$ cat config.mk
export PLATFORM = sky130hd
export DESIGN_NAME = led_sequencer
export DESIGN_NICKNAME = d
export VERILOG_FILES = /design/src/rtl/led_pkg.sv /design/src/rtl/tick_gen.sv /design/src/rtl/led_sequencer.sv
export SDC_FILE = /design/constraint.sdc
export NUM_CORES = 1
export LEC_CHECK = 0
export CORE_ASPECT_RATIO = 1.4
export CORE_MARGIN = 10
export CORE_UTILIZATION = 50
export CTS_BUF_LIST = sky130_fd_sc_hd__clkbuf_4 sky130_fd_sc_hd__clkbuf_8
export DETAILED_ROUTE_END_ITERATION = 7
export GPL_TIMING_DRIVEN = 0
export PLACE_DENSITY = 0.78
export SYNTH_ARGS = -nofsm -noshare
export SYNTH_HDL_FRONTEND = slang
export SYNTH_SLANG_ARGS = --single-unit
$ cat constraint.sdc
create_clock -name sys_clk -period 2.6 [get_ports sys_clk]
set_clock_uncertainty 0.05 [all_clocks]
set_input_delay 0.52 -clock sys_clk [delete_from_list [all_inputs] [get_ports sys_clk]]
set_output_delay 0.52 -clock sys_clk [all_outputs]
set_load 0.02 [all_outputs]
$ cat src/rtl/led_pkg.sv
// Shared types and helpers for the LED pattern engine.
package led_pkg;

   typedef enum logic [1:0] {
      MODE_ROTATE    = 2'b00,
      MODE_BOUNCE    = 2'b01,
      MODE_BLINK_ALL = 2'b10,
      MODE_BREATHE   = 2'b11
   } mode_e;

   localparam int unsigned DEFAULT_STEP_CYCLES = 24_000_000;
   localparam int unsigned MAX_LED             = 32;

   // Callers keep only the low n bits of the result.
   function automatic logic [MAX_LED-1:0] init_pattern(input mode_e m, input int unsigned n);
      logic [MAX_LED-1:0] all_lit;
      all_lit = (n >= MAX_LED) ? '1 : ((MAX_LED'(1) << n) - MAX_LED'(1));
      case (m)
         MODE_BLINK_ALL, MODE_BREATHE: init_pattern = all_lit;
         default:                      init_pattern = MAX_LED'(1);
      endcase
   endfunction

endpackage

$ cat src/rtl/tick_gen.sv
// Prescaler: one-cycle tick every PERIOD unheld cycles; clear restarts the count.
module tick_gen #(
   parameter int unsigned PERIOD = 2
) (
   input  logic clk_i,
   input  logic rst_ni,
   input  logic clear_i,
   input  logic hold_i,
   output logic tick_o
);

   localparam int unsigned   CNT_W = (PERIOD > 1) ? $clog2(PERIOD) : 1;
   localparam logic [CNT_W-1:0] LAST = CNT_W'(PERIOD - 1);

   logic [CNT_W-1:0] cnt_q, cnt_d;

   always_comb begin
      cnt_d = cnt_q;
      if (clear_i) begin
         cnt_d = '0;
      end else if (!hold_i) begin
         cnt_d = (cnt_q == LAST) ? '0 : cnt_q + CNT_W'(1);
      end
   end

   always_ff @(posedge clk_i or negedge rst_ni) begin
      if (!rst_ni) cnt_q <= '0;
      else         cnt_q <= cnt_d;
   end

   // A held counter must not re-fire while parked on its last value.
   assign tick_o = (cnt_q == LAST) && !hold_i;

endmodule

$ cat src/rtl/led_sequencer.sv
// N-channel LED pattern engine: rotate/bounce/blink/breathe patterns gated by a
// global PWM, registered onto the pins with selectable polarity.
module led_sequencer
   import led_pkg::*;
#(
   parameter int unsigned N_LED       = 3,
   parameter int unsigned STEP_CYCLES = DEFAULT_STEP_CYCLES,
   parameter int unsigned PWM_BITS    = 8,
   parameter bit          ACTIVE_LOW  = 1'b1
) (
   input  logic                sys_clk,
   input  logic                sys_rst_n,
   input  logic [1:0]          mode,
   input  logic                pause,
   input  logic [PWM_BITS-1:0] brightness,
   output logic [N_LED-1:0]    led,
   output logic                step_pulse
);

   localparam int unsigned BDIV_RAW = STEP_CYCLES >> PWM_BITS;
   localparam int unsigned BDIV     = (BDIV_RAW > 0) ? BDIV_RAW : 1;
   localparam logic [PWM_BITS-1:0] DUTY_MAX = '1;

   mode_e               mode_in, mode_q;
   logic                mode_chg, step_tick, breathe_tick, pwm_on;
   logic                step_pulse_q, step_pulse_d;
   logic                bounce_up_q, bounce_up_d;
   logic                breathe_up_q, breathe_up_d;
   logic [N_LED-1:0]    pattern_q, pattern_d, pattern_init, led_q, led_d;
   logic [PWM_BITS-1:0] level_q, level_d, pwm_q, duty;

   assign mode_in      = mode_e'(mode);
   assign mode_chg     = (mode_in != mode_q);
   assign pattern_init = N_LED'(init_pattern(mode_in, N_LED));

   tick_gen #(.PERIOD(STEP_CYCLES)) u_step_tick (
      .clk_i(sys_clk), .rst_ni(sys_rst_n), .clear_i(mode_chg), .hold_i(pause), .tick_o(step_tick)
   );

   tick_gen #(.PERIOD(BDIV)) u_breathe_tick (
      .clk_i(sys_clk), .rst_ni(sys_rst_n), .clear_i(mode_chg), .hold_i(pause), .tick_o(breathe_tick)
   );

   // A mode change wins over a coincident step tick: reload, no advance.
   always_comb begin
      pattern_d    = pattern_q;
      bounce_up_d  = bounce_up_q;
      step_pulse_d = 1'b0;
      if (mode_chg) begin
         pattern_d   = pattern_init;
         bounce_up_d = 1'b1;
      end else if (step_tick) begin
         step_pulse_d = 1'b1;
         case (mode_q)
            MODE_ROTATE:    pattern_d = (pattern_q << 1) | (pattern_q >> (N_LED - 1));
            MODE_BOUNCE: begin
               if (N_LED > 1) begin
                  if (bounce_up_q) begin
                     pattern_d   = pattern_q << 1;
                     bounce_up_d = !pattern_d[N_LED-1];
                  end else begin
                     pattern_d   = pattern_q >> 1;
                     bounce_up_d = pattern_d[0];
                  end
               end
            end
            MODE_BLINK_ALL: pattern_d = ~pattern_q;
            default:        pattern_d = pattern_q;
         endcase
      end
   end

   // Triangle ramp turns around on the endpoint itself, so no value is held twice.
   always_comb begin
      level_d      = level_q;
      breathe_up_d = breathe_up_q;
      if (mode_chg) begin
         level_d      = '0;
         breathe_up_d = 1'b1;
      end else if (breathe_tick) begin
         if (breathe_up_q) begin
            level_d      = level_q + PWM_BITS'(1);
            breathe_up_d = (level_d != DUTY_MAX);
         end else begin
            level_d      = level_q - PWM_BITS'(1);
            breathe_up_d = (level_d == '0);
         end
      end
   end

   assign duty   = (mode_q == MODE_BREATHE) ? level_q : brightness;
   assign pwm_on = (duty == DUTY_MAX) || (pwm_q < duty);
   assign led_d  = (pattern_q & {N_LED{pwm_on}}) ^ {N_LED{ACTIVE_LOW}};

   always_ff @(posedge sys_clk or negedge sys_rst_n) begin
      if (!sys_rst_n) begin
         mode_q       <= MODE_ROTATE;
         pattern_q    <= N_LED'(1);
         bounce_up_q  <= 1'b1;
         level_q      <= '0;
         breathe_up_q <= 1'b1;
         pwm_q        <= '0;
         step_pulse_q <= 1'b0;
         led_q        <= {N_LED{ACTIVE_LOW}};
      end else begin
         mode_q       <= mode_in;
         pattern_q    <= pattern_d;
         bounce_up_q  <= bounce_up_d;
         level_q      <= level_d;
         breathe_up_q <= breathe_up_d;
         pwm_q        <= pwm_q + PWM_BITS'(1);
         step_pulse_q <= step_pulse_d;
         led_q        <= led_d;
      end
   end

   assign led        = led_q;
   assign step_pulse = step_pulse_q;

endmodule

Yosys cells after proc, flatten, opt, wreduce, memory -nomap -nowiden
Index checks and enable logic that the tools add are counted.
- bits in registers: 69
- bits of input ports: 13
- reduce and logical (&&, ||, !) cells: 14
- add/subtract/negate cells: 5
- mux-type cells: 24
- bitwise operators: 4
- equality and inequality tests: 11
- magnitude comparators: 1
- operator list (kind ; number):
    25-bit 2-to-1 mux ; 3
    17-bit 2-to-1 mux ; 3
    8-bit 2-to-1 mux ; 4
    25-bit by 1-bit adder with 25-bit output (second input constant) ; 1
    25-bit equality test (second input constant) ; 1
    17-bit by 1-bit adder with 17-bit output (second input constant) ; 1
    17-bit equality test (second input constant) ; 1
    8-bit by 1-bit adder with 8-bit output (second input constant) ; 2
    3-bit 2-to-1 mux ; 4
    1-bit 2-to-1 mux ; 9
    3-bit one-hot mux with 3 select lines ; 1
    2-bit equality test (second input constant) ; 4
    8-bit equality test (second input constant) ; 1
    8-bit logical NOT ; 1
    8-bit less-than comparator ; 1
    8-bit != test (second input constant) ; 1
    8-bit by 1-bit subtractor with 8-bit output (second input constant) ; 1
    3-bit NOT ; 2
    2-bit nonzero test ; 3
    2-bit AND reduction ; 2
    4-bit nonzero test ; 1
    3-bit bitwise AND ; 1
    3-bit by 1-bit bitwise OR with 3-bit output ; 1
    2-bit by 1-bit equality test with 1-bit output (second input constant) ; 1
    other kinds (7) ; 9

Longest topological paths before layout
Gate-level depths: netlist of run 1.
- depth after elaboration: 6
- gate-level depth with buffers: 9
- depth with buffers taken out: 8

By module
A second synthesis of run 1 with hierarchy kept.
- cell total of the unflattened synthesis: 473
- area total of the unflattened synthesis: 4386.7 sq um
- by module, submodules not included (module ; area an instance (sq um) ; sequential area each (sq um) ; times used ; cells each):
    led_sequencer ; 1850.5 ; 683.2 ; 1 ; 195
    tick_gen (u_step_tick) ; 1511.4 ; 625.6 ; 1 ; 169
    tick_gen (u_breathe_tick) ; 1024.7 ; 425.4 ; 1 ; 109

Worst setup path before layout of run 1
No wires, ideal clock.
- path kind: register to register
- start point: register mode_q[0]
- end point: register led_q[1] (netlist: led[1])
- arrival time: 2.268 ns
- library setup time: 0.082 ns
- period minus slack after synthesis: 2.400 ns
- slack: 0.200 ns
- buffers on the path: 1
- stages on the path, launching flop included: 10
- data required time: 2.468 ns
- path through: dfrtp_1 -> ha_1 -> clkbuf_1 -> mux2i_1 -> ha_1 -> a21o_1 -> a22o_1 -> o31ai_1 -> a221o_1 -> nand2_1
- longest elaborated chain between the ends: 6
- elaborated cells on any way between the ends: 7
- ends and longest elaborated chain (element ; line ; source):
    start: declaration ; led_sequencer.sv:24 ; mode_e mode_in, mode_q;
    start signal: assignment ; led_sequencer.sv:106 ; mode_q <= mode_in;
    2-bit equality test (*) ; led_sequencer.sv:91 ; assign duty = (mode_q == MODE_BREATHE) ? level_q : brightness;
    8-bit 2-to-1 mux (*) ; led_sequencer.sv:91 ;
    8-bit less-than comparator / 8-bit equality test (equally long branches) ; led_sequencer.sv:92 ; assign pwm_on = (duty == DUTY_MAX) || (pwm_q < duty);
    1-bit logical OR (*) ; led_sequencer.sv:92 ;
    3-bit bitwise AND (*) ; led_sequencer.sv:93 ; assign led_d = (pattern_q & {N_LED{pwm_on}}) ^ {N_LED{ACTIVE_LOW}};
    3-bit NOT (no source line) (*) ; n/a ;
    via led_d[1] ; led_sequencer.sv:29 ; logic [N_LED-1:0] pattern_q, pattern_d, pattern_init, led_q, led_d;
    end signal: assignment ; led_sequencer.sv:104 ; led_q <= {N_LED{ACTIVE_LOW}};
    end signal: assignment ; led_sequencer.sv:113 ; led_q <= led_d;
    end: declaration ; led_sequencer.sv:29 ;
Mark *: on every way through the listed nets, which the timed path passes. The rest lies on a longest branch.
A chain may end at the register's enable or synchronous reset.

Worst setup path in the final report of run 1
- start point: input mode[1]
- end point: register u_breathe_tick.cnt_q[11]
- longest elaborated chain between the ends: 2
- elaborated cells on any way between the ends: 3
- ends and longest elaborated chain (element ; line ; source):
    start: declaration ; led_sequencer.sv:13 ; input logic [1:0] mode,
    2-bit != test (*) ; led_sequencer.sv:33 ; assign mode_chg = (mode_in != mode_q);
    2-bit by 1-bit != test with 1-bit output (no source line) / 17-bit 2-to-1 mux (equally long branches) ; n/a ;
    end signal: assignment ; tick_gen.sv:28 ; else cnt_q <= cnt_d;
    end: declaration ; tick_gen.sv:15 ; logic [CNT_W-1:0] cnt_q, cnt_d;
Mark *: on every way between the ends. The rest lies on a longest branch, timed or not.

==> load_flow_metrics.sql, run 1 <==
INSERT INTO impl_metrics (metric_group, metric, value, unit) VALUES
('status', 'status', 'finished, final reports clean', ''),
('pwr', 'worst_ir_drop_vdd', '370', 'uV'),
('logic_synthesis', 'post_synth_edffs', '0', ''),
('worst_setup_path', 'critical_path_cell_by_cell', 'clkdlybuf4s50_1 -> xnor2_2 -> and2_1 -> clkbuf_1 -> nand2_1 -> o31a_1 -> a31oi_1', ''),
('logic_synthesis', 'post-synth-top-area-cell', 'dfrtp_1', ''),
('logic_synthesis', 'synthesis.instances', '443', ''),
('timing', 'grt_setup_unrepaired', 'false', ''),
('flow_run', 'cap_viol_max_count', '0', ''),
('drt', 'initialDrtViolationCount', '191', ''),
('final_layout', 'finalNetCount', '502', ''),
('drt', 'routed_wire_length_per_instance', '15.6', 'um'),
('drt', 'route.vias.total', '3367', ''),
('drt', 'drc', '0', ''),
('pwr', 'leakage', '1.97', 'nW'),
('placed_design', 'place.detailed.hpwl', '6.44', 'mm'),
('grt', 'first_global_vias', '3366', ''),
('timing', 'worst_pin_slew', '1.07', 'ns'),
('logic_synthesis', 'synth_top_cells_by_area', 'dfrtp_1 38%, ha_1 6.3%, xor2_1 5.7%', ''),
('floorplan', 'starting_utilization_of_the_core_area', '51.1', '%'),
('floorplan', 'fp.dieH', '128', 'um'),
('clock_network', 'postCtsSetupBuffers', '0', ''),
('floorplan', 'floorplan.die_area', '12400', 'um2'),
('logic_synthesis', 'asyncSetResetFlopFracSynth', '100', '%'),
('placed_design', 'io_buffer_count', '15', ''),
('clock_network', 'clockBufferDepth', '2', ''),
('clock_network', 'cts_tree', 'built', ''),
('worst_setup_path', 'worst_ep_required_time', '2.82', 'ns'),
('clock_network', 'insertion_delay', '0.35', 'ns'),
('clock_network', 'cts_root_buffer', 'clkbuf_8', ''),
('drt', 'drt_first_pass_iters', '5', ''),
('worst_setup_path', 'cp_num_buf_inv', '2', ''),
('final_layout', 'diodes', '0', ''),
('grt', 'maximum_number_of_pins_on_one_net_before_global_route_repair', '70', ''),
('worst_setup_path', 'timing.critical_path.fanout_max', '9', ''),
('timing', 'maxClockFrequency', '406', 'MHz'),
('floorplan', 'fp.dieW', '96.9', 'um'),
('logic_synthesis', 'synth-main-ff-cell', 'dfrtp_1', ''),
('final_layout', 'fin_cells', '575', ''),
('logic_synthesis', 'synth.ff_latch_count', '69', ''),
('floorplan', 'area_of_the_core', '8100', 'um2'),
('hold_path', 'min-delay-path-class', 'in -> async', ''),
('worst_setup_path', 'cp.arrival', '2.68', 'ns'),
('logic_synthesis', 'synth_top_area_share', '38.1', '%'),
('final_layout', 'final_cell_area', '4710', 'um2'),
('clock_network', 'cts_resized', '1', ''),
('grt', 'first_pass_grt_wire_length', '15.6', 'mm'),
('drt', 'drt-vias-per-instance', '5.86', ''),
('logic_synthesis', 'ys.warnings.count', '0', ''),
('placed_design', 'place.gp.congestion', '0.900', ''),
('grt', 'number_of_antenna_violations_at_the_first_check_in_global_routing', '0', ''),
('timing', 'post-route-period-util', '94.8', '%'),
('floorplan', 'boundaryPins', '17', ''),
('final_layout', 'area_growth_syn_to_layout', '13.6', '%'),
('worst_setup_path', 'slowest_stage', 'clkdlybuf4s50_1', ''),
('worst_setup_path', 'cpPeakStageDelay', '0.48', 'ns'),
('worst_setup_path', 'cp-end-kind', 'flop', ''),
('pwr', 'power-per-cell-area', '524', 'nW/um2'),
('logic_synthesis', 'synth_nets', '477', ''),
('worst_setup_path', 'worstSetupPathType', 'in -> reg', ''),
('clock_network', 'cts_max_level', '3', ''),
('logic_synthesis', 'synth_cell_types', '51', ''),
('final_layout', 'drive_above_1_share', '8.46', '%'),
('clock_network', 'cts_hold_repair.buffers', '0', ''),
('timing', 'fin_crit', '2.46', 'ns'),
('worst_setup_path', 'critical_path.top_delay_family', 'buffers and inverters', ''),
('placed_design', 'dpl.cell_count', '560', ''),
('logic_synthesis', 'seq_total_area_yosys', '41.9', '%'),
('clock_network', 'cts.sink_count', '69', ''),
('floorplan', 'num_rows', '39', ''),
('grt', 'globalRouteTotalUtil', '14.9', '%'),
('timing', 'hold_viol_final', '0', ''),
('logic_synthesis', 'netlist_area', '4140', 'um2'),
('worst_setup_path', 'critical_path.startpoint_type', 'primary input', ''),
('logic_synthesis', 'postSynthAreaPerCell', '9.35', 'um2'),
('timing', 'worst_slew_margin_rel', '27.7', '%'),
('timing', 'finalMaxSlewViolations', '0', ''),
('clock_network', 'tritoncts.num_buffers', '9', ''),
('grt', 'grt_total_ovfl', '0', ''),
('placed_design', 'placed_area', '4420', 'um2'),
('timing', 'setup_violations', '0', ''),
('drt', 'antenna_violating_nets_post_route', '0', ''),
('drt', 'totalWireLength', '8.98', 'mm'),
('clock_network', 'cts.clk_slew.worst_paths', '0.07', 'ns');
power by group:
part	switching [W]	internal, W
Sequential	0.0000186	0.00109
Clock	0.000411	0.000730
Combinational	0.000133	0.0000786
cells in the final DEF, fill, tap and decap left out, types with 4 or more instances in the layout:
master,count
a21oi_1,13
a311oi_1,4
a31oi_1,5
and2_1,6
and3_1,11
and4_1,6
bufinv_16,4
clkbuf_1,17
clkbuf_8,9
clkdlybuf4s50_1,14
dfrtp_1,63
dfstp_2,6
ha_1,20
inv_1,13
mux2i_1,14
nand2_1,35
nand2b_1,5
nand3_1,29
nand4_1,19
nor2_1,47
nor2b_1,5
nor3_1,9
nor3_2,4
o21ai_0,13
or3_1,5
xnor2_1,16
xor2_1,27
flip-flops by register name, indices dropped and copies added, names as in the netlist:
| signal | cells |
|---|---|
| bounce_up_q | 1 |
| pattern_q | 3 |
| led | 3 |
| pwm_q | 8 |
| step_pulse | 1 |
| mode_q | 2 |
| breathe_up_q | 1 |
| u_step_tick.cnt_q | 25 |
| u_breathe_tick.cnt_q | 17 |
| level_q | 8 |
kinds of logic after synthesis:
family / share of synthesized area, %
flops: 41.9
simple gates: 25.2
xor+xnor: 9.52
compound gates: 10.2
buf+inv: 3.26
fa+ha+maj: 6.34
mux: 3.63
final timing paths:
path,startpoint,endpoint,slack [ns],cells past startpoint
setup / recovery,mode[1],u_breathe_tick.cnt_q[11]$_DFFE_PN0P_,0.14,7
hold / removal,sys_rst_n,u_step_tick.cnt_q[10]$_DFFE_PN0P_,0.22,1
setup reg to reg,mode_q[0]$_DFF_PN0_,led[2]$_DFF_PN1_,0.20,8
hold reg to reg,pattern_q[0]$_DFFE_PN1P_,led[0]$_DFF_PN1_,0.41,1
max in group asynchronous,sys_rst_n,pwm_q[6]$_DFF_PN0_,1.72,1
min in group sys_clk,pattern_q[0]$_DFFE_PN1P_,led[0]$_DFF_PN1_,0.41,1
cell type report:
cell class | count | area [um2]
Fill cell | 723 | 3390
Multi-Input combinational cell | 340 | 2300
Sequential cell | 69 | 1730
Timing Repair Buffer | 15 | 148
Clock inverter | 7 | 138
Tap cell | 102 | 128
Clock buffer | 9 | 124
Buffer | 20 | 82.6
Inverter | 13 | 48.8
layer usage:
layer	routed length, um	vias to the layer above	global-route usage, %
met1	3650	1634	16.5
met3	404	19	4.31
met4	210	0	6.70
li1	-	1624	-
met5	0	-	0
met2	4710	90	26.0
cells in the mapped netlist (4+ instances only):
library cell and number:
o21ai_0 13, nand2b_1 5, nor2_1 47, a21oi_1 13, and4_1 6, dfstp_2 6, ha_1 21, xnor2_1 18
or3_1 5, nor2b_1 5, and2_1 6, nor3_2 4, dfrtp_1 63, mux2i_1 15, and3_1 11, nand3_1 29
nand4_1 19, a311oi_1 4, nor3_1 9, clkbuf_1 18, xor2_1 27, inv_1 13, nand2_1 35, a31oi_1 5
through the flow:
stage	total power (W)	TNS, ns	worst slack, ns	hold WS, ns	utilization, %
final	0.00247	0	0.136	0.224	58.1
after detailed placement	0.00134	-3.58	-0.398	0.400	54.5
after global placement	0.00134	-94.14	-1.40	0.401	54.6
after floorplan	0.00125	0	0.200	0.174	-
after CTS	0.00249	0	0.00266	0.257	57.7
after global routing	0.00257	0	0.0105	0.273	58.1
Note: power is estimated with default switching activity, not from simulation.
==> run 2: changes to the inputs <==
- CORE_MARGIN: 10 -> 2
==> load_flow_metrics.sql, run 2 (synthesis results as in run 1) <==
INSERT INTO impl_metrics (metric_group, metric, value, unit) VALUES
('status', 'status', 'finished, final reports clean', ''),
('floorplan', 'fp.dieH', '112', 'um'),
('clock_network', 'cts_hold_repair.buffers', '0', ''),
('grt', 'first_global_vias', '3395', ''),
('floorplan', 'fp.dieW', '80.9', 'um'),
('timing', 'hold_viol_final', '0', ''),
('clock_network', 'cts.clk_slew.worst_paths', '0.07', 'ns'),
('pwr', 'proportion_of_total_power_due_to_net_switching', '24.0', '%'),
('pwr', 'worst_ir_drop_vdd', '486', 'uV'),
('placed_design', 'place.gp.congestion', '0.901', ''),
('worst_setup_path', 'worst_r2r_startpoint', 'level_q[2]$_DFFE_PN0P_', ''),
('grt', 'number_of_antenna_violations_at_the_first_check_in_global_routing', '0', ''),
('drt', 'initialDrtViolationCount', '237', ''),
('worst_setup_path', 'cp-end-kind', 'flop', ''),
('drt', 'route.vias.total', '3327', ''),
('clock_network', 'tritoncts.num_buffers', '9', ''),
('pwr', 'switchingPower', '0.000578', 'W'),
('drt', 'antenna_violating_nets_post_route', '0', ''),
('floorplan', 'floorplan.die_area', '9040', 'um2'),
('floorplan', 'num_rows', '39', ''),
('worst_setup_path', 'critical_path.startpoint_type', 'primary input', ''),
('grt', 'first_pass_grt_wire_length', '15.8', 'mm'),
('timing', 'grt_setup_unrepaired', 'false', ''),
('placed_design', 'io_buffer_count', '15', ''),
('clock_network', 'cts_tree', 'built', ''),
('floorplan', 'starting_utilization_of_the_core_area', '51.1', '%'),
('worst_setup_path', 'worst_ep_required_time', '2.76', 'ns'),
('floorplan', 'boundaryPins', '17', ''),
('final_layout', 'finalNetCount', '501', ''),
('placed_design', 'placed_area', '4420', 'um2'),
('clock_network', 'clockBufferDepth', '2', ''),
('worst_setup_path', 'timing.critical_path.fanout_max', '10', ''),
('drt', 'routed_wire_length_per_instance', '16.2', 'um'),
('timing', 'setup_violations', '0', ''),
('clock_network', 'insertion_delay', '0.36', 'ns'),
('flow_run', 'cap_viol_max_count', '0', ''),
('final_layout', 'largest_register_by_flop_count', 'u_step_tick.cnt_q', ''),
('timing', 'maxClockFrequency', '419', 'MHz'),
('final_layout', 'layout.cells.most_common_list', '61 x dfrtp_1, 47 x nor2_1, 35 x nand2_1', ''),
('pwr', 'p_int', '0.00183', 'W'),
('final_layout', 'final_cell_area', '4690', 'um2'),
('timing', 'fin_crit', '2.39', 'ns'),
('pwr', 'power-per-cell-area', '514', 'nW/um2'),
('timing', 'post-route-period-util', '91.8', '%'),
('pwr', 'pwr-share-comb', '8.8', '%'),
('placed_design', 'place.detailed.hpwl', '6.49', 'mm'),
('drt', 'drc', '0', ''),
('grt', 'globalRouteTotalUtil', '22.5', '%'),
('final_layout', 'layout_commonest_cell', 'dfrtp_1', ''),
('final_layout', 'largest_register_ffs', '25', ''),
('timing', 'finalMaxSlewViolations', '0', ''),
('timing', 'finalSetupTns', '0', 'ns'),
('grt', 'maximum_number_of_pins_on_one_net_before_global_route_repair', '70', ''),
('grt', 'grt_total_ovfl', '0', ''),
('drt', 'drt-vias-per-instance', '5.80', ''),
('pwr', 'leakage', '1.96', 'nW'),
('worst_setup_path', 'worstSetupPathType', 'in -> reg', ''),
('clock_network', 'cts.sink_count', '69', ''),
('hold_path', 'min-delay-path-class', 'in -> async', ''),
('final_layout', 'area_growth_syn_to_layout', '13.4', '%'),
('clock_network', 'postCtsSetupBuffers', '0', ''),
('drt', 'drt_first_pass_iters', '4', ''),
('drt', 'totalWireLength', '9.29', 'mm'),
('final_layout', 'reg.largest.list', 'u_step_tick.cnt_q (25), u_breathe_tick.cnt_q (17)', ''),
('pwr', 'power.sequential.fraction', '46.2', '%'),
('worst_setup_path', 'cp.arrival', '2.55', 'ns'),
('worst_setup_path', 'worstSetupStartpoint', 'mode[1]', ''),
('timing', 'worst_pin_slew', '1.13', 'ns'),
('floorplan', 'area_of_the_core', '8100', 'um2'),
('clock_network', 'cts_max_level', '3', ''),
('pwr', 'pwr-share-clk', '45.0', '%'),
('final_layout', 'diodes', '0', ''),
('clock_network', 'cts_root_buffer', 'clkbuf_8', ''),
('final_layout', 'drive_above_1_share', '9.11', '%'),
('timing', 'worst_slew_margin_rel', '24.1', '%');
run 2: routing by layer:
layer  track usage [%]  wire length (um)
met3              5.11               312
met5                 0                 0
met4              9.83               191
met1              27.9              3920
met2              36.9              4860
run 2: power groups by stage:
stage	clock, W	combinational [W]	sequential, W
2_1_floorplan	0	0.000113	0.00114
3_3_place_gp	0	0.000203	0.00113
3_5_place_dp	0	0.000209	0.00113
4_1_cts	0.00110	0.000213	0.00111
5_1_grt	0.00114	0.000241	0.00112
6_report	0.00109	0.000213	0.00111
run 2: layout make-up:
type | instances | area [um2]
repair buffers | 15 | 148
fillers | 741 | 3410
clock buffers | 10 | 138
well taps | 102 | 128
inverters | 13 | 48.8
multi-input cells | 340 | 2310
clock inverters | 6 | 110
flip-flops and latches | 69 | 1740
plain buffers | 19 | 78.8
run 2: worst max-delay path, stage by stage:
cell and delay, ns:
clkdlybuf4s50_1 0.51, xnor2_2 0.24, nand2_1 0.13, clkbuf_1 0.45, clkbuf_1 0.52, o32ai_1 0.17
run 2: final timing paths:
check / to / slack, ns / depth (start not counted)
setup / recovery: u_breathe_tick.cnt_q[1]$_DFFE_PN0P_ / 0.21 / 6
hold / removal: u_step_tick.cnt_q[15]$_DFFE_PN0P_ / 0.23 / 1
setup reg to reg: led[0]$_DFF_PN1_ / 0.23 / 8
hold reg to reg: led[0]$_DFF_PN1_ / 0.43 / 1
max in group asynchronous: mode_q[1]$_DFF_PN0_ / 1.66 / 1
min in group sys_clk: led[0]$_DFF_PN1_ / 0.43 / 1
run 2: timing repair:
action                                  4_1_cts  5_1_grt
gates resized for setup                       3        5
endpoints found under the setup margin        4        4
pin swaps                                     0        0
run 2: through the flow:
stage	utilization (%)	setup slack (ns)	hold slack, ns	instances	total power (W)
5_1_grt	58.0	0.0460	0.312	574	0.00250
3_5_place_dp	54.5	-0.405	0.415	560	0.00134
4_1_cts	57.8	0.0453	0.262	575	0.00242
6_report	58.0	0.213	0.235	574	0.00241
3_3_place_gp	54.6	-1.34	0.400	560	0.00133
2_1_floorplan	-	0.200	0.174	443	0.00125
